### src/rtl/alu_pkg.sv
// Shared ALU definitions: AluOp classes, ALU control codes, mul sequencer
// states and the default datapath width.
package alu_pkg;

  localparam int MUL_WIDTH_DEF = 24;

  // Main-control AluOp classes
  localparam logic [1:0] ALUOP_MEM = 2'b00;
  localparam logic [1:0] ALUOP_BR  = 2'b01;
  localparam logic [1:0] ALUOP_R   = 2'b10;
  localparam logic [1:0] ALUOP_MUL = 2'b11;

  // ALU control codes
  localparam logic [3:0] ALUCTL_AND = 4'b0000;
  localparam logic [3:0] ALUCTL_OR  = 4'b0001;
  localparam logic [3:0] ALUCTL_ADD = 4'b0010;
  localparam logic [3:0] ALUCTL_SUB = 4'b1010;
  localparam logic [3:0] ALUCTL_SLT = 4'b0011;
  localparam logic [3:0] ALUCTL_MUL = 4'b0100;
  localparam logic [3:0] ALUCTL_XOR = 4'b0101;
  localparam logic [3:0] ALUCTL_SLL = 4'b0110;

  typedef enum logic [1:0] {
    MS_IDLE = 2'b00,
    MS_RUN  = 2'b01,
    MS_DONE = 2'b10
  } mul_state_e;

endpackage

### src/rtl/mul_datapath.sv
// Shift-add multiply datapath: multiplicand, multiplier and accumulator
// registers. load latches operands and clears the accumulator, step does one
// shift-add iteration, clear zeroes everything (abort). acc_nxt_o is the
// accumulator value after the current step, used to capture the final product.
module mul_datapath
  import alu_pkg::*;
#(
  parameter int WIDTH = MUL_WIDTH_DEF,
  parameter int AW    = WIDTH
) (
  input  logic             clk_i,
  input  logic             rst_ni,
  input  logic             clear_i,
  input  logic             load_i,
  input  logic             step_i,
  input  logic [WIDTH-1:0] op_a_i,
  input  logic [WIDTH-1:0] op_b_i,
  output logic [AW-1:0]    acc_nxt_o
);

  logic [AW-1:0]    mcand_q;
  logic [WIDTH-1:0] mplier_q;
  logic [AW-1:0]    acc_q;

  // Partial-product add for the current multiplier LSB; carries beyond AW drop
  always_comb begin
    acc_nxt_o = acc_q + (mplier_q[0] ? mcand_q : '0);
  end

  // Operand latch / shift-add iteration registers
  always_ff @(posedge clk_i or negedge rst_ni) begin
    if (!rst_ni) begin
      mcand_q  <= '0;
      mplier_q <= '0;
      acc_q    <= '0;
    end else if (clear_i) begin
      mcand_q  <= '0;
      mplier_q <= '0;
      acc_q    <= '0;
    end else if (load_i) begin
      mcand_q  <= AW'(op_a_i);
      mplier_q <= op_b_i;
      acc_q    <= '0;
    end else if (step_i) begin
      acc_q    <= acc_nxt_o;
      mcand_q  <= mcand_q << 1;
      mplier_q <= mplier_q >> 1;
    end
  end

endmodule

### src/rtl/mul_sequencer.sv
// Multi-cycle mul unit for the 24-bit CPU: IDLE -> RUN (WIDTH cycles) -> DONE.
// Stall holds the pipeline while a mul is decoded, dropping in the DONE cycle
// when Result is fresh. Optional macro MUL_HIGH_EN widens the accumulator to
// 2*WIDTH and adds the ResultHi port.
module mul_sequencer
  import alu_pkg::*;
#(
  parameter int WIDTH = MUL_WIDTH_DEF
) (
  input  logic             Clock,
  input  logic             ResetN,
  input  logic [1:0]       AluOp,
  input  logic             Flush,
  input  logic [WIDTH-1:0] OpA,
  input  logic [WIDTH-1:0] OpB,
  output logic             Stall,
  output logic             Done,
  output logic             Busy,
`ifdef MUL_HIGH_EN
  output logic [WIDTH-1:0] ResultHi,
`endif
  output logic [WIDTH-1:0] Result
);

`ifdef MUL_HIGH_EN
  localparam int AW = 2 * WIDTH;
`else
  localparam int AW = WIDTH;
`endif
  localparam int          CW   = (WIDTH > 1) ? $clog2(WIDTH) : 1;
  localparam logic [CW-1:0] LAST = CW'(WIDTH - 1);

  mul_state_e       state_q;
  logic [CW-1:0]    count_q;
  logic             done_q;
  logic             busy_q;
  logic [WIDTH-1:0] result_q;
`ifdef MUL_HIGH_EN
  logic [WIDTH-1:0] result_hi_q;
`endif

  logic          mul_req;
  logic          dp_load;
  logic          dp_step;
  logic [AW-1:0] acc_nxt;

  // Request decode, stall and datapath controls; Flush overrides load/step
  always_comb begin
    mul_req = (AluOp == ALUOP_MUL);
    Stall   = mul_req && (state_q != MS_DONE);
    dp_load = !Flush && (state_q == MS_IDLE) && mul_req;
    dp_step = !Flush && (state_q == MS_RUN);
  end

  mul_datapath #(
    .WIDTH (WIDTH),
    .AW    (AW)
  ) u_dp (
    .clk_i     (Clock),
    .rst_ni    (ResetN),
    .clear_i   (Flush),
    .load_i    (dp_load),
    .step_i    (dp_step),
    .op_a_i    (OpA),
    .op_b_i    (OpB),
    .acc_nxt_o (acc_nxt)
  );

  // Sequencing FSM with registered Done/Busy/Result; Flush keeps old Result
  always_ff @(posedge Clock or negedge ResetN) begin
    if (!ResetN) begin
      state_q     <= MS_IDLE;
      count_q     <= '0;
      done_q      <= 1'b0;
      busy_q      <= 1'b0;
      result_q    <= '0;
`ifdef MUL_HIGH_EN
      result_hi_q <= '0;
`endif
    end else if (Flush) begin
      state_q <= MS_IDLE;
      count_q <= '0;
      done_q  <= 1'b0;
      busy_q  <= 1'b0;
    end else begin
      case (state_q)
        MS_IDLE: begin
          done_q <= 1'b0;
          if (mul_req) begin
            state_q <= MS_RUN;
            count_q <= '0;
            busy_q  <= 1'b1;
          end
        end
        MS_RUN: begin
          count_q <= count_q + 1'b1;
          if (count_q == LAST) begin
            state_q     <= MS_DONE;
            busy_q      <= 1'b0;
            done_q      <= 1'b1;
            result_q    <= acc_nxt[WIDTH-1:0];
`ifdef MUL_HIGH_EN
            result_hi_q <= acc_nxt[AW-1:WIDTH];
`endif
          end
        end
        MS_DONE: begin
          // Request seen here belongs to the finished instruction
          state_q <= MS_IDLE;
          done_q  <= 1'b0;
        end
        default: begin
          state_q <= MS_IDLE;
          done_q  <= 1'b0;
          busy_q  <= 1'b0;
        end
      endcase
    end
  end

  assign Done   = done_q;
  assign Busy   = busy_q;
  assign Result = result_q;
`ifdef MUL_HIGH_EN
  assign ResultHi = result_hi_q;
`endif

endmodule
### config.mk
export PLATFORM = sky130hd
export DESIGN_NAME = mul_sequencer
export DESIGN_NICKNAME = d
export VERILOG_FILES = /design/src/rtl/alu_pkg.sv /design/src/rtl/mul_datapath.sv /design/src/rtl/mul_sequencer.sv
export SDC_FILE = /design/constraint.sdc
export NUM_CORES = 1
export LEC_CHECK = 0
export CAP_MARGIN = 20
export CORE_UTILIZATION = 45
export CTS_CLUSTER_SIZE = 28
export DETAILED_ROUTE_END_ITERATION = 8
export PLACE_DENSITY = 0.68
export SYNTH_ARGS = -nofsm -noshare
export SYNTH_HDL_FRONTEND = slang
export SYNTH_SLANG_ARGS = --single-unit
### constraint.sdc
create_clock -name Clock -period 2.9 [get_ports Clock]
set_clock_uncertainty 0.05 [all_clocks]
set_input_delay 0.435 -clock Clock [delete_from_list [all_inputs] [get_ports Clock]]
set_output_delay 0.435 -clock Clock [all_outputs]
set_load 0.05 [all_outputs]
# Word level (Yosys, flattened, before mapping)
# Index checks and enable logic that the tools add are counted.
# totals
register_bits	105
input_bits	53
output_inout_bits	27
wordCells	55
# classes
addsub	2
eq_ne	8
mux	24
n_bitwise	1
n_reduce_logical	12
# op_table
op	count
$mux W24	10
$add A24 B24 Y24	1
$mux W5	2
$pmux W5 S2	1
$mux W1	6
$mux W2	3
$reduce_and A3 Y1	2
$reduce_bool A3 Y1	2
$add A5 B1 Y5 const B	1
$eq A5 B5 Y1 const B	1
$eq A2 B2 Y1 const B	2
$logic_and A1 B1 Y1	4
$ne A2 B2 Y1 const B	2
$pmux W2 S2	1
$reduce_and A2 Y1	2
$ne A3 B2 Y1 const B	1
$ne A3 B3 Y1 const B	1
$pmux W1 S3	1
$eq A2 B1 Y1 const B	1
$logic_not A2 Y1	1
$logic_not A1 Y1	1
$not A1 Y1	1

# Depth between registers and ports, before layout
# Gate-level depths: netlist of run 1.
# logic_depth
depth_word	5
ltp_mapped	10
ltp_nobuf	10

# Cells and area by module
# From an unflattened synthesis of run 1, not the netlist that was laid out.
# hier_totals
cells_unflattened	662
hier_area_um2	6301.0
# modules_own_cells
module	n_inst	cells_per_inst	area_each_um2	seq_area_each_um2
mul_datapath	1	570	4853.4	1801.7
mul_sequencer	1	92	1447.6	825.8

# Worst setup path before layout of run 1
# OpenSTA, ideal clock, no wires.
# synth_path
path_kind	register -> register
from	reg u_dp.mplier_q[0]
to	reg result_q[23] (netlist: Result[23])
setup_ns	0.069
arrival_ns	2.367
t_required_ns	2.781
path_slack_ns	0.414
stages_incl_launch_ff	11
path_buffers	2
period_less_slack_ns	2.486
cell_sequence	dfrtp_1 > clkbuf_1 > and2_1 > ha_1 > buf_6 > a211oi_2 > o21bai_2 > a311oi_2 > o21bai_1 > or4_1 > nand3_1
# synth_between
elab_chain_cells	2
# synth_lines
element	line	source
start: declaration	mul_datapath.sv:22	logic [WIDTH-1:0] mplier_q;
start signal: assignment	mul_datapath.sv:42	mplier_q <= op_b_i;
start signal: assignment	mul_datapath.sv:47	mplier_q <= mplier_q >> 1;
$mux W24	mul_datapath.sv:27	acc_nxt_o = acc_q + (mplier_q[0] ? mcand_q : '0);
$add A24 B24 Y24	mul_datapath.sv:27	
end signal: assignment	mul_sequencer.sv:101	result_q <= acc_nxt[WIDTH-1:0];
end: declaration	mul_sequencer.sv:37	logic [WIDTH-1:0] result_q;
# Every way passes these cells.
# A chain may end at the register's enable or synchronous reset.

# Worst setup path after layout of run 1
# layout_path
from	reg u_dp.mplier_q[0]
to	reg result_q[22] (netlist: Result[22])
# The elaborated chain is that of the path after synthesis.

==> run metrics, run 1 <==
Fill cells 1184; htree depth 3; row count 41; fin area 7340 um2; Worst-path clk slew 70 ps; die footprint 13900 um2; startpoint types register; Achievable Freq 367 MHz; Final Hold Viols 0; # nets final 830; worst path required time 3090 ps; met2 layer usage reported by global route 36.7%; Starting Density 46.9%; Max clock buf depth 2; clk sink count 105; asr flop ratio synth 100%; Post-Route Setup TNS 0 ps; Post-route DRC 0; synthesized flop and latch total 105; Routed WL 15400 um; HP Class in2async; post-route ant nets 0; Max Cap Viol 0; port bufs 79; CP max stage cell o21bai_1; Worst-Margin Slew 702 ps; Synth top area share 43.5%; area delta synth->final 21.5%; min Tclk post-route 2730 ps; share of cells above drive strength 1 8.19%; crit path DAT 2920 ps; clock latency on the worst-skew pair 360 ps; diode count 0; largest cells by area after synthesis dfrtp_1 44%, nand2_1 9.2%, a311oi_1 6.7%; drt first-iter violations 248; status finished, final reports clean; WP buf/inv 1; relative slew slack 53.2%; Max VDD drop 258 uV; Tcrit/Tclk final 94.0%; final max-slew violation count 0; total power 3080 uW; number of I/O pins 80; CTS tree built; critical path's largest stage delay 470 ps; GR Util met3 3.88%; YS warnings 0; mapped cell area 6040 um2; Leakage 0.00320 uW; unrepaired setup endpoints after global routing false; global placement routability congestion 0.866; Root Driver clkbuf_16; Final Core Density 57.0%; Synth Area per Inst 8.80 um2; Main synth FF type dfrtp_1; Total GRT Usage 23.5%; Die Ht 118 um; Worst Setup Path Type reg2reg; first-pass GRT wire length 26000 um; count leader, synth nand2_1; Final setup violation count 0; top post-synthesis cells by count 148 x nand2_1, 105 x dfrtp_1, 68 x nor2_1; number of vias per cell 5.69; Core Box Area 12900 um2; total CTS buffers 9; GRT Max-Usage Layer met2; critical path cell sequence buf_4 > and2_1 > ha_1 > a21o_1 > nand2b_1 > o21a_1 > o21bai_1 > mux2i_1 > o22ai_1; crit end category register; vias in the first global route 5156; Power Density 420 nW/um2; Pre-antenna DRT Iters 5; cell family contributing the most delay on the critical path compound AO/OA/AOI/OAI gates; antenna violations before repair 0; dpl cell area 7040 um2; hpwl dp 11000 um; number of cells after detailed placement 913; Post-Synthesis Net Count 764; pin count of the biggest net entering global routing 52; GR Overflow Total 0; EDFF count, synth 0; Final Non-Filler Cells 929; Syn Inst Count 686; DIE WIDTH 118 um; GR Util met1 32.3%; dominant cell type by area after synthesis dfrtp_1; crit-path max FO 9; Netlist cell types 63; via count 5287; Routed wire per std cell 16.5 um; Seq/Total Area, Yosys 43.5%
-- cells in the final DEF, fill, tap and decap left out, types with 3 or more instances in the layout --
| cell type | n |
|---|---|
| a21oi_1 | 27 |
| or4_1 | 4 |
| nor2_1 | 68 |
| a22o_1 | 8 |
| nand3_1 | 22 |
| nand2_1 | 148 |
| o31ai_1 | 6 |
| o21ai_0 | 25 |
| dfrtp_1 | 104 |
| o211ai_1 | 7 |
| o21bai_1 | 4 |
| ha_1 | 24 |
| mux2_2 | 3 |
| mux2i_1 | 3 |
| inv_1 | 9 |
| xnor2_1 | 5 |
| clkbuf_16 | 9 |
| o21a_1 | 5 |
| buf_4 | 22 |
| buf_12 | 3 |
| a211o_1 | 4 |
| a311oi_1 | 46 |
| o21ai_1 | 8 |
| nor3_1 | 6 |
| clkdlybuf4s50_1 | 77 |
| clkbuf_8 | 3 |
| and2_1 | 26 |
| nand4_1 | 14 |
| nand2b_1 | 4 |
| a21o_1 | 3 |
| and3_1 | 3 |
| xor2_1 | 12 |
-- power breakdown --
group / internal, uW / switching (uW)
combinational: 128 / 170
clock: 663 / 586
sequential: 1510 / 31.9
total: 2300 / 788
-- flip-flops by register name, summed over array words and instances, names as in the netlist --
name,flops
Done,1
u_dp.mcand_q,24
Busy,1
Result,24
count_q,5
state_q,2
u_dp.mplier_q,24
u_dp.acc_q,24
-- cell families after synthesis --
| family | share of synthesized area (%) |
|---|---|
| flops | 43.5 |
| mux | 1.06 |
| compound gates | 20.4 |
| buf+inv | 4.37 |
| simple gates | 22.9 |
| fa+ha+maj | 5.30 |
| xor+xnor | 2.47 |
-- routing by layer --
layer  part of all wire, %  wire length (um)  vias to the layer above
li1                      -                 -                     2578
met1                    48              7330                     2570
met2                    45              6940                      121
met3                   5.0               764                       18
met4                   2.1               327                        0
met5                     0                 0                        -
-- cell type report --
class	count	area (um2)	share of cell area [%]
timing repair buffer	103	1000	13.6
clock buffer	12	267	3.63
multi-input combinational	523	3160	43.0
clock inverter	4	33.8	0.460
tap	172	215	2.93
inverter	10	37.5	0.511
sequential	105	2630	35.8
-- what timing repair did --
action / in CTS / in global routing
buffers inserted: 0 / 0
endpoints found under the setup margin: 0 / 1
resized for setup: 0 / 1
hold buffers: 0 / 0
-- metrics by stage --
step	hold WS [ps]	setup slack, ps
finish	68.8	173
detailed placement	413	207
global route	128	62.1
CTS	99.7	193
global placement	408	285
floorplan	89.4	414
-- final timing paths --
path	from	to	slack, ps	cells past startpoint
max in group asynchronous	ResetN	Result[17]$_DFFE_PN0P_	1930	2
worst max-delay path	u_dp.mplier_q[0]$_DFFE_PN0P_	Result[22]$_DFFE_PN0P_	170	9
worst min-delay path	ResetN	Result[5]$_DFFE_PN0P_	70	1
worst max register to register	u_dp.mplier_q[0]$_DFFE_PN0P_	Result[22]$_DFFE_PN0P_	170	9
worst min register to register	Result[6]$_DFFE_PN0P_	Result[6]$_DFFE_PN0P_	420	2
min in group Clock	Flush	Busy$_DFFE_PN0P_	380	2
Note: power is estimated with default switching activity, not from simulation.
==> inputs of run 2 (changes only) <==
--- a/config.mk
+++ b/config.mk
@@ -10,6 +10,7 @@
 export CTS_CLUSTER_SIZE = 28
 export DETAILED_ROUTE_END_ITERATION = 8
 export PLACE_DENSITY = 0.68
+export REMOVE_ABC_BUFFERS = 1
 export SYNTH_ARGS = -nofsm -noshare
 export SYNTH_HDL_FRONTEND = slang
 export SYNTH_SLANG_ARGS = --single-unit
==> run metrics, run 2 (synthesis results as in run 1) <==
register-to-register setup slack 320 ps (+150 ps); global placement routability congestion 0.899 (+3.8%); die footprint 13900 um2 (unchanged); drt first-iter violations 287 (+16%); Routed wire per std cell 16.2 um (-2.3%); Tcrit/Tclk final 88.9% (-5.1 points); hpwl dp 10400 um (-5.1%); number of I/O pins 80 (unchanged); Final Hold Viols 6 (+6); relative slew slack 55.1% (+1.9 points); area delta synth->final 21.8%; postcts setup bufs 0 (unchanged); min Tclk post-route 2580 ps (-148 ps); clock share of power 44.1% (+3.6 points); Total GRT Usage 22.6% (-0.89 points); Core Box Area 12900 um2 (unchanged); total power 3270 uW (+5.9%); P_int 2500 uW (+8.8%); worst path required time 3140 ps (+50 ps); unrepaired setup endpoints after global routing false; clk sink count 105 (unchanged); diode count 0 (unchanged); crit path DAT 2820 ps (-100 ps); Leakage 0.00320 uW (+0.10%); Fin Hold WS -13.3 ps (-82.1 ps); post-CTS sizing 0 (unchanged); htree depth 3 (unchanged); RR Endpoint Result[18]$_DFFE_PN0P_; Die Ht 118 um (unchanged); HP Class in2async; NetSw 767 uW (-2.6%); Worst Setup Path Type reg2reg; failing checks hold timing; Pre-antenna DRT Iters 5 (unchanged); Starting Density 46.9% (unchanged); CTS hold repair buffers 0 (unchanged); Post-route DRC 0 (unchanged); Final setup violation count 0 (unchanged); Worst-Margin Slew 673 ps (-29.1 ps); RR Startpoint u_dp.mcand_q[0]$_DFFE_PN0P_; clock latency on the worst-skew pair 360 ps (about the same); via count 5273 (-0.26%); crit end category register; Root Driver clkbuf_16; logic gate share of total power 8.9% (-0.8 points); Routed WL 15000 um (-2.7%); leading cell types in the layout, fill and taps excluded 148 x nand2_1, 105 x dfrtp_1, 77 x clkdlybuf4s50_1, 68 x nor2_1, 46 x a311oi_1; switching share of total power 23.5% (-2.1 points); Achievable Freq 388 MHz (+5.7%); # nets final 827 (-0.36%); reg2reg path depth 10 (+1); row count 41 (unchanged); Final Core Density 57.1% (+0.12 points); pin count of the biggest net entering global routing 70 (+35%); total CTS buffers 9 (unchanged); final max-slew violation count 0 (unchanged); first-pass GRT wire length 25300 um (-2.9%); CTS tree built; share of cells above drive strength 1 7.69% (-0.50 points); most common cell after layout, fill and taps aside nand2_1; DIE WIDTH 118 um (unchanged); status complete, but fails checks; port bufs 79 (unchanged); post-route ant nets 0 (unchanged); vias in the first global route 5163 (+0.14%); startpoint types register; Worst-path clk slew 70 ps (about the same); Max VDD drop 406 uV (+58%); number of vias per cell 5.69 (about the same); Max Cap Viol 0 (unchanged); crit-path max FO 4 (-5); GR Overflow Total 0 (unchanged); Seq pwr share 47.0% (-2.8 points); antenna violations before repair 0 (unchanged); Max clock buf depth 2 (unchanged); Power Density 444 nW/um2 (+5.7%)
## run 2: cell count changes in the layout (fill, tap and decap cells not counted)
cell / change
dfrtp_1: +1
inv_8: -1
bufinv_16: +3
inv_6: +1
buf_12: -1
dfrtp_2: -1
buf_4: -2
clkinv_4: -1
clkbuf_8: -2
## run 2: power groups by stage
stage               clock network, uW  logic (uW)  registers, uW
floorplan                           0         114           1560
global placement                    0         288           1560
detailed placement                  0         294           1560
CTS                              1470         295           1530
global route                     1520         322           1540
finish                           1440         292           1530
## run 2: worst max path at each step
stage,from,to,slack (ps),cells past startpoint
floorplan,state_q[1]$_DFFE_PN0P_,Result[13]$_DFFE_PN0P_,-1260,4
CTS,u_dp.mplier_q[0]$_DFFE_PN0P_,Result[17]$_DFFE_PN0P_,340,9
detailed placement,AluOp[0],u_dp.mplier_q[18]$_DFFE_PN0P_,360,5
global placement,AluOp[0],u_dp.mcand_q[17]$_DFFE_PN0P_,420,6
finish,u_dp.mcand_q[0]$_DFFE_PN0P_,Result[18]$_DFFE_PN0P_,320,10
global route,u_dp.mplier_q[0]$_DFFE_PN0P_,Result[20]$_DFFE_PN0P_,140,8
## run 2: worst max-delay path: stages (launching register included)
cell and delay [ps]:
dfrtp_1 370, and2_1 130, ha_1 180, inv_1 60, fa_1 390, nand2b_1 180
a21oi_1 250, o21a_1 260, nor2_1 80, or4_1 470, nand3_1 80
## run 2: metrics by stage
step / instances / hold WS [ps] / setup TNS [ps] / setup WS [ps] / cell area (um2)
CTS: 926 / 7.69 / 0 / 343 / 7350
global route: 926 / 30.9 / 0 / 140 / 7350
global placement: 910 / 401 / 0 / 424 / 7000
floorplan: 638 / 89.4 / -30340 / -1260 / 5810
finish: 926 / -13.3 / 0 / 321 / 7350
detailed placement: 910 / 406 / 0 / 361 / 7000
## run 2: layout make-up
| cell class | instances | area (um2) |
|---|---|---|
| Multi-Input combinational cell | 523 | 3160 |
| Inverter | 10 | 37.5 |
| Timing Repair Buffer | 100 | 966 |
| Clock inverter | 6 | 113 |
| Fill cell | 1185 | 5520 |
| Sequential cell | 105 | 2630 |
| Tap cell | 172 | 215 |
| Clock buffer | 10 | 239 |
## run 2: per-layer routing
layer / track usage (%) / routed length, um
met5: 0 / 0
met4: 7.05 / 245
met3: 5.43 / 640
met2: 35.4 / 6850
met1: 30.7 / 7220
==> inputs of run 3 (changes only) <==
--- a/config.mk
+++ b/config.mk
@@ -5,7 +5,6 @@
 export SDC_FILE = /design/constraint.sdc
 export NUM_CORES = 1
 export LEC_CHECK = 0
-export CAP_MARGIN = 20
 export CORE_UTILIZATION = 45
 export CTS_CLUSTER_SIZE = 28
 export DETAILED_ROUTE_END_ITERATION = 8
==> results of run 3 <==
Same layout as run 2: the final DEF is identical, and so are final timing and power.
